**src/rtl/mux_pkg.sv**
```systemverilog
// Shared definitions for the lane mux and its demux counterpart: state encoding,
// default geometry and the lane-index width helper.
package mux_pkg;

    localparam int DATA_W_DEF    = 8;
    localparam int NUM_LANES_DEF = 4;
    localparam int CTRL_W_DEF    = 8;

    typedef enum logic {
        ST_IDLE = 1'b0,
        ST_RUN  = 1'b1
    } mux_state_e;

    function automatic int clog2(input int n);
        int r;
        r = 0;
        while ((1 << r) < n) begin
            r = r + 1;
        end
        return r;
    endfunction

endpackage

```
**src/rtl/mux_lane_cnt.sv**
```systemverilog
// Lane select counter: cleared when a frame is captured, advances once per
// emitted lane and wraps naturally because NUM_LANES is a power of two.
module mux_lane_cnt import mux_pkg::*; #(
    parameter int NUM_LANES = NUM_LANES_DEF,
    parameter int SEL_W     = clog2(NUM_LANES)
) (
    input  logic             clk,
    input  logic             reset_L,
    input  logic             clr_i,
    input  logic             en_i,
    output logic [SEL_W-1:0] sel_o,
    output logic             last_o
);

    logic [SEL_W-1:0] sel_q;
    logic [SEL_W-1:0] sel_d;

    // Next select value: clear has priority over increment.
    always_comb begin
        sel_d = sel_q;
        if (clr_i) begin
            sel_d = '0;
        end else if (en_i) begin
            sel_d = sel_q + SEL_W'(1);
        end else begin
            sel_d = sel_q;
        end
    end

    // Select register with asynchronous active-low reset.
    always_ff @(posedge clk or negedge reset_L) begin
        if (!reset_L) begin
            sel_q <= '0;
        end else begin
            sel_q <= sel_d;
        end
    end

    assign sel_o  = sel_q;
    assign last_o = (sel_q == SEL_W'(NUM_LANES - 1));

endmodule

```
**src/rtl/mux_lanes.sv**
```systemverilog
// Serializes one frame of parallel lane bytes onto a single byte stream, one lane
// per cycle, tagged with its lane index. Optional parity output: MUX_PARITY_EN.
module mux_lanes import mux_pkg::*; #(
    parameter int DATA_W    = DATA_W_DEF,
    parameter int NUM_LANES = NUM_LANES_DEF,
    parameter int CTRL_W    = CTRL_W_DEF
) (
    input  logic                        clk,
    input  logic                        reset_L,
    input  logic [NUM_LANES*DATA_W-1:0] data_in,
    input  logic [NUM_LANES-1:0]        valid_in,
    output logic                        load_ready,
    output logic [DATA_W-1:0]           data_out,
    output logic                        valid_out,
    output logic [CTRL_W-1:0]           control
`ifdef MUX_PARITY_EN
    ,
    output logic                        parity_out
`endif
);

    localparam int SEL_W = clog2(NUM_LANES);

    mux_state_e                  state_q;
    logic [NUM_LANES*DATA_W-1:0] frame_q;
    logic [NUM_LANES-1:0]        fvalid_q;
    logic [DATA_W-1:0]           data_q;
    logic                        valid_q;
    logic [CTRL_W-1:0]           control_q;

    logic [SEL_W-1:0]            sel_s;
    logic                        last_s;
    logic                        run_s;
    logic                        capture_s;
    logic [DATA_W-1:0]           lanes_s [NUM_LANES];
    logic [DATA_W-1:0]           lane_byte_s;
    logic                        lane_vld_s;

    for (genvar g = 0; g < NUM_LANES; g++) begin : g_lane_view
        assign lanes_s[g] = frame_q[g*DATA_W +: DATA_W];
    end

    assign run_s       = (state_q == ST_RUN);
    assign load_ready  = (state_q == ST_IDLE) || (run_s && last_s);
    assign capture_s   = load_ready && (|valid_in);
    assign lane_byte_s = lanes_s[sel_s];
    assign lane_vld_s  = fvalid_q[sel_s];

    mux_lane_cnt #(
        .NUM_LANES (NUM_LANES),
        .SEL_W     (SEL_W)
    ) u_lane_cnt (
        .clk     (clk),
        .reset_L (reset_L),
        .clr_i   (capture_s),
        .en_i    (run_s),
        .sel_o   (sel_s),
        .last_o  (last_s)
    );

`ifdef MUX_PARITY_EN
    logic parity_q;

    function automatic logic even_par(input logic [DATA_W-1:0] b);
        return ^b;
    endfunction
`endif

    // Frame capture, state sequencing and registered lane outputs.
    always_ff @(posedge clk or negedge reset_L) begin
        if (!reset_L) begin
            state_q   <= ST_IDLE;
            frame_q   <= '0;
            fvalid_q  <= '0;
            data_q    <= '0;
            valid_q   <= 1'b0;
            control_q <= '0;
`ifdef MUX_PARITY_EN
            parity_q  <= 1'b0;
`endif
        end else begin
            if (capture_s) begin
                frame_q  <= data_in;
                fvalid_q <= valid_in;
            end else begin
                frame_q  <= frame_q;
                fvalid_q <= fvalid_q;
            end
            case (state_q)
                ST_IDLE: begin
                    data_q    <= '0;
                    valid_q   <= 1'b0;
                    control_q <= '0;
`ifdef MUX_PARITY_EN
                    parity_q  <= 1'b0;
`endif
                    state_q   <= capture_s ? ST_RUN : ST_IDLE;
                end
                ST_RUN: begin
                    // Invalid lanes still occupy their slot with a zero byte.
                    data_q    <= lane_vld_s ? lane_byte_s : '0;
                    valid_q   <= lane_vld_s;
                    control_q <= CTRL_W'(sel_s);
`ifdef MUX_PARITY_EN
                    parity_q  <= lane_vld_s ? even_par(lane_byte_s) : 1'b0;
`endif
                    if (last_s && !capture_s) begin
                        state_q <= ST_IDLE;
                    end else begin
                        state_q <= ST_RUN;
                    end
                end
                default: begin
                    data_q    <= '0;
                    valid_q   <= 1'b0;
                    control_q <= '0;
`ifdef MUX_PARITY_EN
                    parity_q  <= 1'b0;
`endif
                    state_q   <= ST_IDLE;
                end
            endcase
        end
    end

    assign data_out  = data_q;
    assign valid_out = valid_q;
    assign control   = control_q;
`ifdef MUX_PARITY_EN
    assign parity_out = parity_q;
`endif

endmodule

```
**config.mk**
```make
export PLATFORM = sky130hd
export DESIGN_NAME = mux_lanes
export DESIGN_NICKNAME = d
export VERILOG_FILES = /design/src/rtl/mux_pkg.sv /design/src/rtl/mux_lane_cnt.sv /design/src/rtl/mux_lanes.sv
export SDC_FILE = /design/constraint.sdc
export NUM_CORES = 1
export LEC_CHECK = 0
export CAP_MARGIN = 20
export CORE_MARGIN = 3
export CORE_UTILIZATION = 52
export CTS_CLUSTER_DIAMETER = 40
export DETAILED_ROUTE_END_ITERATION = 7
export PLACE_DENSITY = 0.84
export SLEW_MARGIN = 20
export SYNTH_ARGS = -nofsm -noshare
export SYNTH_HDL_FRONTEND = slang
export SYNTH_SLANG_ARGS = --single-unit
```
**constraint.sdc**
```tcl
create_clock -name clk -period 4.7 [get_ports clk]
set_clock_uncertainty 0.2 [all_clocks]
set_input_delay 0.94 -clock clk [delete_from_list [all_inputs] [get_ports clk]]
set_output_delay 0.94 -clock clk [all_outputs]
set_load 0.05 [all_outputs]
```
==> flow_summary_export.csv, run 1 <==
group,metric,value,unit
status,status,"finished, final reports clean",
pwr,ir_drop,0.3653,mV
logic_synthesis,ys_seq_elements,50,
global_route,grt_max_degree,51,
cells_and_area,antenna_cells,0,
job,maxCapViolCount,0,
global_route,grt_pass1_vias,1314,
logic_synthesis,netlist_area,2176,sq um
logic_synthesis,synth.top_cell.area_share,57.50,%
clocking,clock_sinks,50,
routing,ant_nets,0,
placement,portBuffers,49,
clocking,cts_hold_buf,0,
routing,wire_per_inst,16.29,microns
floorplanning,boundaryPins,56,
critical_path,critical_path_arrival,2.36,ns
pwr,p_sw,0.6463,mW
timing,hold_viol_final,0,
clocking,cts.path.max_buffers,2,
logic_synthesis,synthCells,136,
global_route,grt_pass1_wl,6513,microns
critical_path,critPathRequiredTime,3.56,ns
routing,viasPerCell,5.174,
routing,drc,0,
critical_path,crit_fanout,13,
logic_synthesis,yosys_warnings,0,
pwr,internal_power,1.303,mW
routing,vias,1216,
global_route,antenna_found_initial,0,
clocking,post-cts-setup-buffers,0,
pwr,power.density,702.1,nW/um^2
critical_path,crit_start,"u_lane_cnt.sel_o[0]",
timing,finalSetupTns,0,ns
placement,dp_hpwl,2716,microns
clocking,cts_tree,"yes",
cells_and_area,areaGrowthSynthToFinish,27.60,%
timing,max_slew_margin,38.38,%
timing,rsz0062_at_grt,"false",
clocking,cts_root_buf,"clkbuf_8",
logic_synthesis,synthTopCellsByArea,"dfrtp_1, mux2_4, mux2_2, mux4_2, buf_4",
pwr,p_sw_share,33.15,%
clocking,path_clk_slew,0.08,ns
cells_and_area,final.fill_count,258,
global_route,grt_use_total,16.93,%
critical_path,criticalPathCategory,"reg2out",
timing,finalSetupViolCount,0,
cells_and_area,drive_above_1_share,29.95,%
routing,detail_route.first_pass.iterations,4,
timing,drv_slew,0,
pwr,comb_power_share,45.4,%
floorplanning,start_util,56.46,%
placement,place.gp.congestion,0.8101,
global_route,gr-total-overflow,0,
floorplanning,fp.coreArea,3854,sq um
critical_path,start_kind,"register",
timing,fin_crit,3.501,ns
timing,clock.fmax,285.6,MHz
timing,hold_ws,0.3087,ns
min_path,min_from,"frame_q[17]",
pwr,leakage,1.216,nW
floorplanning,dieHeight,70.69,microns
logic_synthesis,yosysUniqueCellTypes,22,
critical_path,r2r-start,"u_lane_cnt.sel_o[0]",
cells_and_area,fin_nets,225,
clocking,numCtsBuffers,5,
floorplanning,dieWidth,70.69,microns
routing,drtIter0Drc,91,
floorplanning,rows,22,
timing,finalCritPeriodShare,74.50,%
routing,finalWirelength,3827,microns
logic_synthesis,avgSynthCellArea,16.00,sq um
logic_synthesis,ys_seq_area_share,57.50,%
clocking,htree_num_levels,2,
critical_path,setup.worst_path.end_class,"primary output",
timing,worst_pin_slew,0.9222,ns
logic_synthesis,synth_top_area_cell,"dfrtp_1",
floorplanning,dieArea,4996,sq um
clocking,cts_resized,0,
pwr,p_seq_share,39.6,%
pwr,power.share.clock,14.9,%
clocking,clock_latency,0.30,ns
min_path,hp-class,"reg2reg",
==> critical path: stages, from the launching register on <==
cell and delay, ns:
dfrtp_1 0.79, ha_1 0.28, nand2b_1 0.17, clkdlybuf4s50_1 0.82
==> state kept, by name, indices dropped and copies added, names as in the netlist <==
name / cells
frame_q: 32
data_out: 8
fvalid_q: 4
run_s: 1
u_lane_cnt.sel_o: 2
valid_out: 1
control: 2
==> per-layer routing <==
layer | routed length [microns] | track usage [%]
met1 | 1576 | 22.08
met2 | 1980 | 27.19
met3 | 213 | 4.688
met4 | 57 | 6.263
met5 | 0 | 0
==> synth_stat cells <==
cell type / instances
dfrtp_1: 50
mux2_2: 20
mux2_4: 16
mux4_2: 8
buf_4: 6
and2b_1: 5
inv_1: 4
nor2b_1: 4
buf_2: 3
buf_6: 3
nand2_1: 3
and2_1: 2
nor2_1: 2
o21ai_0: 2
a21oi_1: 1
a22oi_1: 1
conb_1: 1
ha_1: 1
mux2i_1: 1
nand2b_1: 1
nor4_2: 1
xnor2_1: 1
==> stage by stage <==
stage | area [sq um] | total power [mW] | utilization (%) | std cells | worst slack [ns]
detailed placement | 2665 | 1.676 | 69.16 | 227 | 1.391
floorplan | 2195 | 1.464 | - | 141 | 2.485
CTS | 2774 | 1.971 | 71.98 | 235 | 1.146
finish | 2776 | 1.949 | 72.05 | 235 | 1.199
global placement | 2665 | 1.632 | 69.16 | 227 | 1.490
global route | 2776 | 2.075 | 72.05 | 235 | 1.052
==> layout by cell type (no fill, tap or decap) <==
cell type / instances
a21oi_4: 1
a22oi_1: 1
and2_1: 2
and2b_1: 5
buf_4: 2
bufinv_16: 1
clkbuf_8: 5
clkdlybuf4s50_1: 48
clkinv_2: 2
conb_1: 6
dfrtp_1: 50
ha_1: 1
inv_1: 4
mux2_2: 20
mux2_4: 16
mux2i_1: 1
mux4_2: 8
nand2_1: 3
nand2b_1: 1
nor2_1: 2
nor2b_1: 4
nor4_2: 1
o21ai_0: 2
xnor2_1: 1
==> cell type report <==
class	count	area, sq um	area share [%]
clock inverters	3	40.04	1.442
multi-input cells	75	845.8	30.46
repair buffers	50	495.5	17.85
clock buffers	5	68.82	2.479
well taps	48	60.06	2.163
flip-flops and latches	50	1251	45.07
inverters	4	15.01	0.5408
==> power by group through the flow <==
| stage | Sequential [mW] | Combinational (mW) | Clock [mW] |
|---|---|---|---|
| floorplan | 0.833 | 0.632 | 0 |
| finish | 0.773 | 0.885 | 0.291 |
| global placement | 0.772 | 0.860 | 0 |
| global route | 0.806 | 0.948 | 0.321 |
| detailed placement | 0.785 | 0.890 | 0 |
| CTS | 0.778 | 0.892 | 0.301 |
==> logic make-up after synthesis <==
kind of cell             Yosys count  share of synthesized area, %
AND/OR/NAND/NOR                   18                         5.175
buffers and inverters             16                         5.002
AO/OA/AOI/OAI                      4                         1.035
adder cells (fa/ha/maj)            1                        0.5750
multiplexers                      45                         30.13
XOR/XNOR                           1                        0.4026
other                              1                        0.1723
flip-flops                        50                         57.50
==> path summary, 6_finish.rpt <==
path | end | slack (ns) | cells past startpoint
hold / removal | frame_q[17] | 0.31 | 1
setup reg to reg | frame_q[24] | 1.73 | 5
setup / recovery | load_ready | 1.20 | 3
max in group asynchronous | frame_q[10] | 3.44 | 1
hold reg to reg | frame_q[17] | 0.31 | 1
min in group asynchronous | frame_q[1] | 0.45 | 1
Power figures use the tool's default switching activity.
==> inputs of run 2 (changes only) <==
CORE_UTILIZATION = 48   (was 52)
PLACE_DENSITY = 0.79   (was 0.84)
clock period = 3.6 ns   (was 4.7 ns; I/O delays follow)
==> flow_summary_export.csv, run 2 (synthesis results as in run 1) <==
group,metric,value,unit
pwr,p_sw_share,33.67,%
critical_path,path_cells,"ha_1, nand2b_1, clkdlybuf4s50_1",
job,maxCapViolCount,0,
placement,dp_hpwl,2821,microns
placement,preCtsSetupSlack,0.9672,ns
clocking,numCtsBuffers,5,
placement,placed_cell_area,2703,sq um
critical_path,critical_path_arrival,1.83,ns
pwr,leakage,1.215,nW
pwr,power.density,901.1,nW/um^2
timing,clock.fmax,363.3,MHz
cells_and_area,top_register,"frame_q",
timing,hold_viol_final,0,
pwr,p_sw,0.8438,mW
global_route,grt_pass1_vias,1350,
timing,rsz0062_at_grt,"false",
global_route,gr-total-overflow,0,
critical_path,critPathSlowestCell,"clkdlybuf4s50_1",
pwr,internal_power,1.663,mW
clocking,post-cts-setup-buffers,0,
global_route,grt_use_total,16.19,%
pwr,ir_drop,0.3388,mV
cells_and_area,antenna_cells,0,
placement,portBuffers,49,
floorplanning,fp.coreArea,4173,sq um
clocking,clock_sinks,50,
floorplanning,rows,23,
critical_path,crit_fanout,4,
clocking,cts_resized,0,
clocking,cts_root_buf,"clkbuf_8",
critical_path,critical-path-max-stage-delay,0.83,ns
global_route,grt_max_degree,51,
timing,finalSetupTns,0,ns
critical_path,start_kind,"register",
routing,drc,0,
timing,finalSetupViolCount,0,
cells_and_area,drive_above_1_share,29.63,%
clocking,clock_latency,0.29,ns
cells_and_area,fin_nets,228,
routing,finalWirelength,3935,microns
clocking,htree_num_levels,2,
clocking,cts.path.max_buffers,2,
timing,finalWorstSetupSlack,0.8473,ns
timing,finalCritPeriodShare,76.46,%
pwr,comb_power_share,49.5,%
timing,hold_ws,0.2282,ns
timing,worst_pin_slew,0.8804,ns
placement,place.gp.congestion,0.7731,
pwr,p_seq_share,38.4,%
clocking,cts_hold_buf,0,
floorplanning,dieHeight,73.33,microns
routing,vias,1224,
pwr,power.share.clock,12.1,%
critical_path,setup.worst_path.end_class,"primary output",
min_path,hp-class,"in2async",
routing,wire_per_inst,16.46,microns
global_route,antenna_found_initial,0,
status,status,"finished, final reports clean",
floorplanning,start_util,52.14,%
global_route,grt_pass1_wl,6561,microns
routing,viasPerCell,5.121,
cells_and_area,mostFrequentLayoutCell,"dfrtp_1",
routing,detail_route.first_pass.iterations,4,
floorplanning,dieWidth,73.33,microns
cells_and_area,areaGrowthSynthToFinish,27.83,%
critical_path,critPathRequiredTime,2.68,ns
clocking,cts_tree,"yes",
floorplanning,boundaryPins,56,
routing,ant_nets,0,
timing,fin_crit,2.753,ns
critical_path,criticalPathCategory,"reg2out",
cells_and_area,layout_common_cells,"dfrtp_1, clkdlybuf4s50_1, mux2_2, mux2_4, mux4_2",
clocking,path_clk_slew,0.08,ns
critical_path,r2r_cells,4,
floorplanning,dieArea,5377,sq um
cells_and_area,largest_register_ff_count,32,
cells_and_area,final_area,2781,sq um
timing,drv_slew,0,
routing,drtIter0Drc,63,
timing,max_slew_margin,41.30,%
run 2: area by class of cell:
type	instances	area, sq um
Sequential cell	50	1251
Tap cell	50	62.56
Clock buffer	7	76.32
Fill cell	301	1391
Inverter	4	15.01
Multi-Input combinational cell	75	845.8
Timing Repair Buffer	53	530.5
run 2: stage by stage:
step           utilization, %  power, mW  instances
4_1_cts                 66.60      2.535        239
3_5_place_dp            64.77      2.227        232
6_report                66.66      2.506        239
5_1_grt                 66.66      2.666        239
2_1_floorplan               -      1.912        141
3_3_place_gp            64.77      2.177        232
run 2: worst max-delay path, delay by kind of cell, from the launching register on:
family	cells	cell delay [ns]
simple gates	1	0.17
fa+ha+maj	1	0.17
buf+inv	1	0.83
flops	1	0.37
run 2: final timing paths:
kind                                startpoint           to  slack, ns
setup / recovery           u_lane_cnt.sel_o[1]   load_ready       0.85
hold / removal                         reset_L  frame_q[15]       0.23
setup reg to reg           u_lane_cnt.sel_o[0]  data_out[6]       1.32
hold reg to reg                    frame_q[23]  frame_q[23]       0.31
max in group asynchronous              reset_L  data_out[5]       2.55
min in group clk                   frame_q[23]  frame_q[23]       0.31
run 2: power groups by stage:
stage / combinational, mW / clock [mW] / sequential, mW
after floorplan: 0.825 / 0 / 1.09
final: 1.24 / 0.304 / 0.962
after global placement: 1.22 / 0 / 0.954
after detailed placement: 1.25 / 0 / 0.976
after global routing: 1.33 / 0.336 / 0.996
after CTS: 1.26 / 0.315 / 0.965
run 2: metal layers:
metal	track usage (%)	share of wire [%]
met4	5.030	1.1
met2	27.01	52
met3	3.830	4.7
met5	0	0
met1	20.98	42
==> inputs of run 3 (changes only) <==
clock period = 2.6 ns   (was 3.6 ns; I/O delays follow)
==> flow_summary_export.csv, run 3 (synthesis results as in run 1) <==
group,metric,value,unit
timing,max_slew_margin,65.57,%
global_route,grt_pass1_vias,1385,
cells_and_area,multi_input_area,845.8,sq um
floorplanning,dieWidth,73.33,microns
timing,finalSetupViolCount,0,
cells_and_area,largest_register_ff_count,32,
global_route,grt_max_degree,27,
floorplanning,boundaryPins,56,
cells_and_area,final.fill_count,290,
timing,finalWorstSetupSlack,0.3576,ns
critical_path,critPathSlowestCell,"dfrtp_1",
global_route,grt_busiest_layer,"met2",
placement,dp_hpwl,3043,microns
cells_and_area,areaGrowthSynthToFinish,29.27,%
clocking,htree_num_levels,2,
timing,rsz0062_at_grt,"false",
critical_path,criticalPathCategory,"reg2out",
job,maxCapViolCount,0,
clocking,cts_root_buf,"clkbuf_8",
timing,drv_slew,0,
placement,preCtsSetupSlack,0.2569,ns
floorplanning,dieArea,5377,sq um
placement,portBuffers,49,
global_route,gr-total-overflow,0,
critical_path,start_kind,"register",
critical_path,critical_path_arrival,1.52,ns
routing,finalWirelength,4056,microns
critical_path,cp_top_family,"flip-flops",
floorplanning,rows,23,
clocking,numCtsBuffers,5,
routing,drc,0,
cells_and_area,regArea,1251,sq um
routing,drtIter0Drc,66,
critical_path,crit_fanout,8,
timing,hold_viol_final,0,
routing,wire_per_inst,16.69,microns
cells_and_area,mostFrequentLayoutCell,"dfrtp_1",
cells_and_area,antenna_cells,0,
cells_and_area,layout_common_cells,"dfrtp_1, clkdlybuf4s50_1, mux2_2, mux2_4, mux4_2",
timing,clock.fmax,446.0,MHz
pwr,leakage,1.233,nW
timing,hold_ws,0.3087,ns
cells_and_area,fin_nets,232,
timing,finalSetupTns,0,ns
critical_path,critPathRequiredTime,1.88,ns
placement,place.gp.congestion,0.7238,
critical_path,path_buf_inv,1,
critical_path,path_cells,"ha_1, nand2b_1, buf_12",
pwr,ir_drop,0.6567,mV
timing,worst_pin_slew,0.5149,ns
routing,vias,1238,
critical_path,critical-path-max-stage-delay,0.52,ns
global_route,antenna_found_initial,0,
critical_path,setup.worst_path.end_class,"primary output",
floorplanning,start_util,52.14,%
global_route,grt_use_total,17.18,%
floorplanning,dieHeight,73.33,microns
cells_and_area,final_area,2813,sq um
pwr,power.density,1246,nW/um^2
clocking,clock_latency,0.30,ns
global_route,grt_use_met2,30.29,%
timing,finalCritPeriodShare,86.25,%
clocking,cts.path.max_buffers,2,
timing,fin_crit,2.242,ns
status,status,"finished, final reports clean",
clocking,clock_sinks,50,
routing,viasPerCell,5.095,
routing,detail_route.first_pass.iterations,3,
global_route,use_met1,20.66,%
min_path,hp-class,"reg2reg",
routing,ant_nets,0,
clocking,path_clk_slew,0.09,ns
cells_and_area,drive_above_1_share,31.61,%
placement,placed_cell_area,2723,sq um
global_route,met3_usage,3.420,%
floorplanning,fp.coreArea,4173,sq um
global_route,grt_pass1_wl,6789,microns
cells_and_area,top_register,"frame_q",
clocking,cts_tree,"yes",
[run 3: repair_timing]
item,4_1_cts,5_1_grt
hold buffers,1,0
hold endpoints to repair,1,0
gates resized for setup,0,0
setup buffers,0,0
[run 3: through the flow]
| stage | utilization [%] | power (mW) | instances |
|---|---|---|---|
| 2_1_floorplan | - | 2.647 | 141 |
| 3_3_place_gp | 65.25 | 3.026 | 235 |
| 3_5_place_dp | 65.25 | 3.104 | 235 |
| 4_1_cts | 67.41 | 3.546 | 243 |
| 5_1_grt | 67.41 | 3.713 | 243 |
| 6_report | 67.41 | 3.504 | 243 |
[run 3: layout make-up]
cell class	instances	area share [%]
Multi-Input combinational cell	75	30.07
Inverter	4	0.5338
Clock inverter	1	0.2669
Sequential cell	50	44.48
Clock buffer	6	2.580
Timing Repair Buffer	57	19.84
Tap cell	50	2.224
[run 3: path summary, 6_finish.rpt]
check	from	end	slack [ns]	cells after the start
min reg2reg	frame_q[14]	frame_q[14]	0.31	1
min	frame_q[14]	frame_q[14]	0.31	1
max in group asynchronous	reset_L	frame_q[12]	1.38	3
min in group asynchronous	reset_L	frame_q[23]	0.33	2
max	u_lane_cnt.sel_o[0]	load_ready	0.36	3
max reg2reg	u_lane_cnt.sel_o[0]	data_out[4]	0.49	4
[run 3: where the power goes]
| part | internal [mW] | switching, mW |
|---|---|---|
| sequential | 1.15 | 0.209 |
| combinational | 0.977 | 0.737 |
| clock | 0.185 | 0.242 |
[run 3: metal layers]
metal  part of all wire (%)  up-vias  routed length (microns)
met5                      0        -                        0
li1                       -      571                        -
met2                     56       30                     2260
met1                     39      630                     1571
met3                    4.0        7                      164
met4                    1.5        0                       59
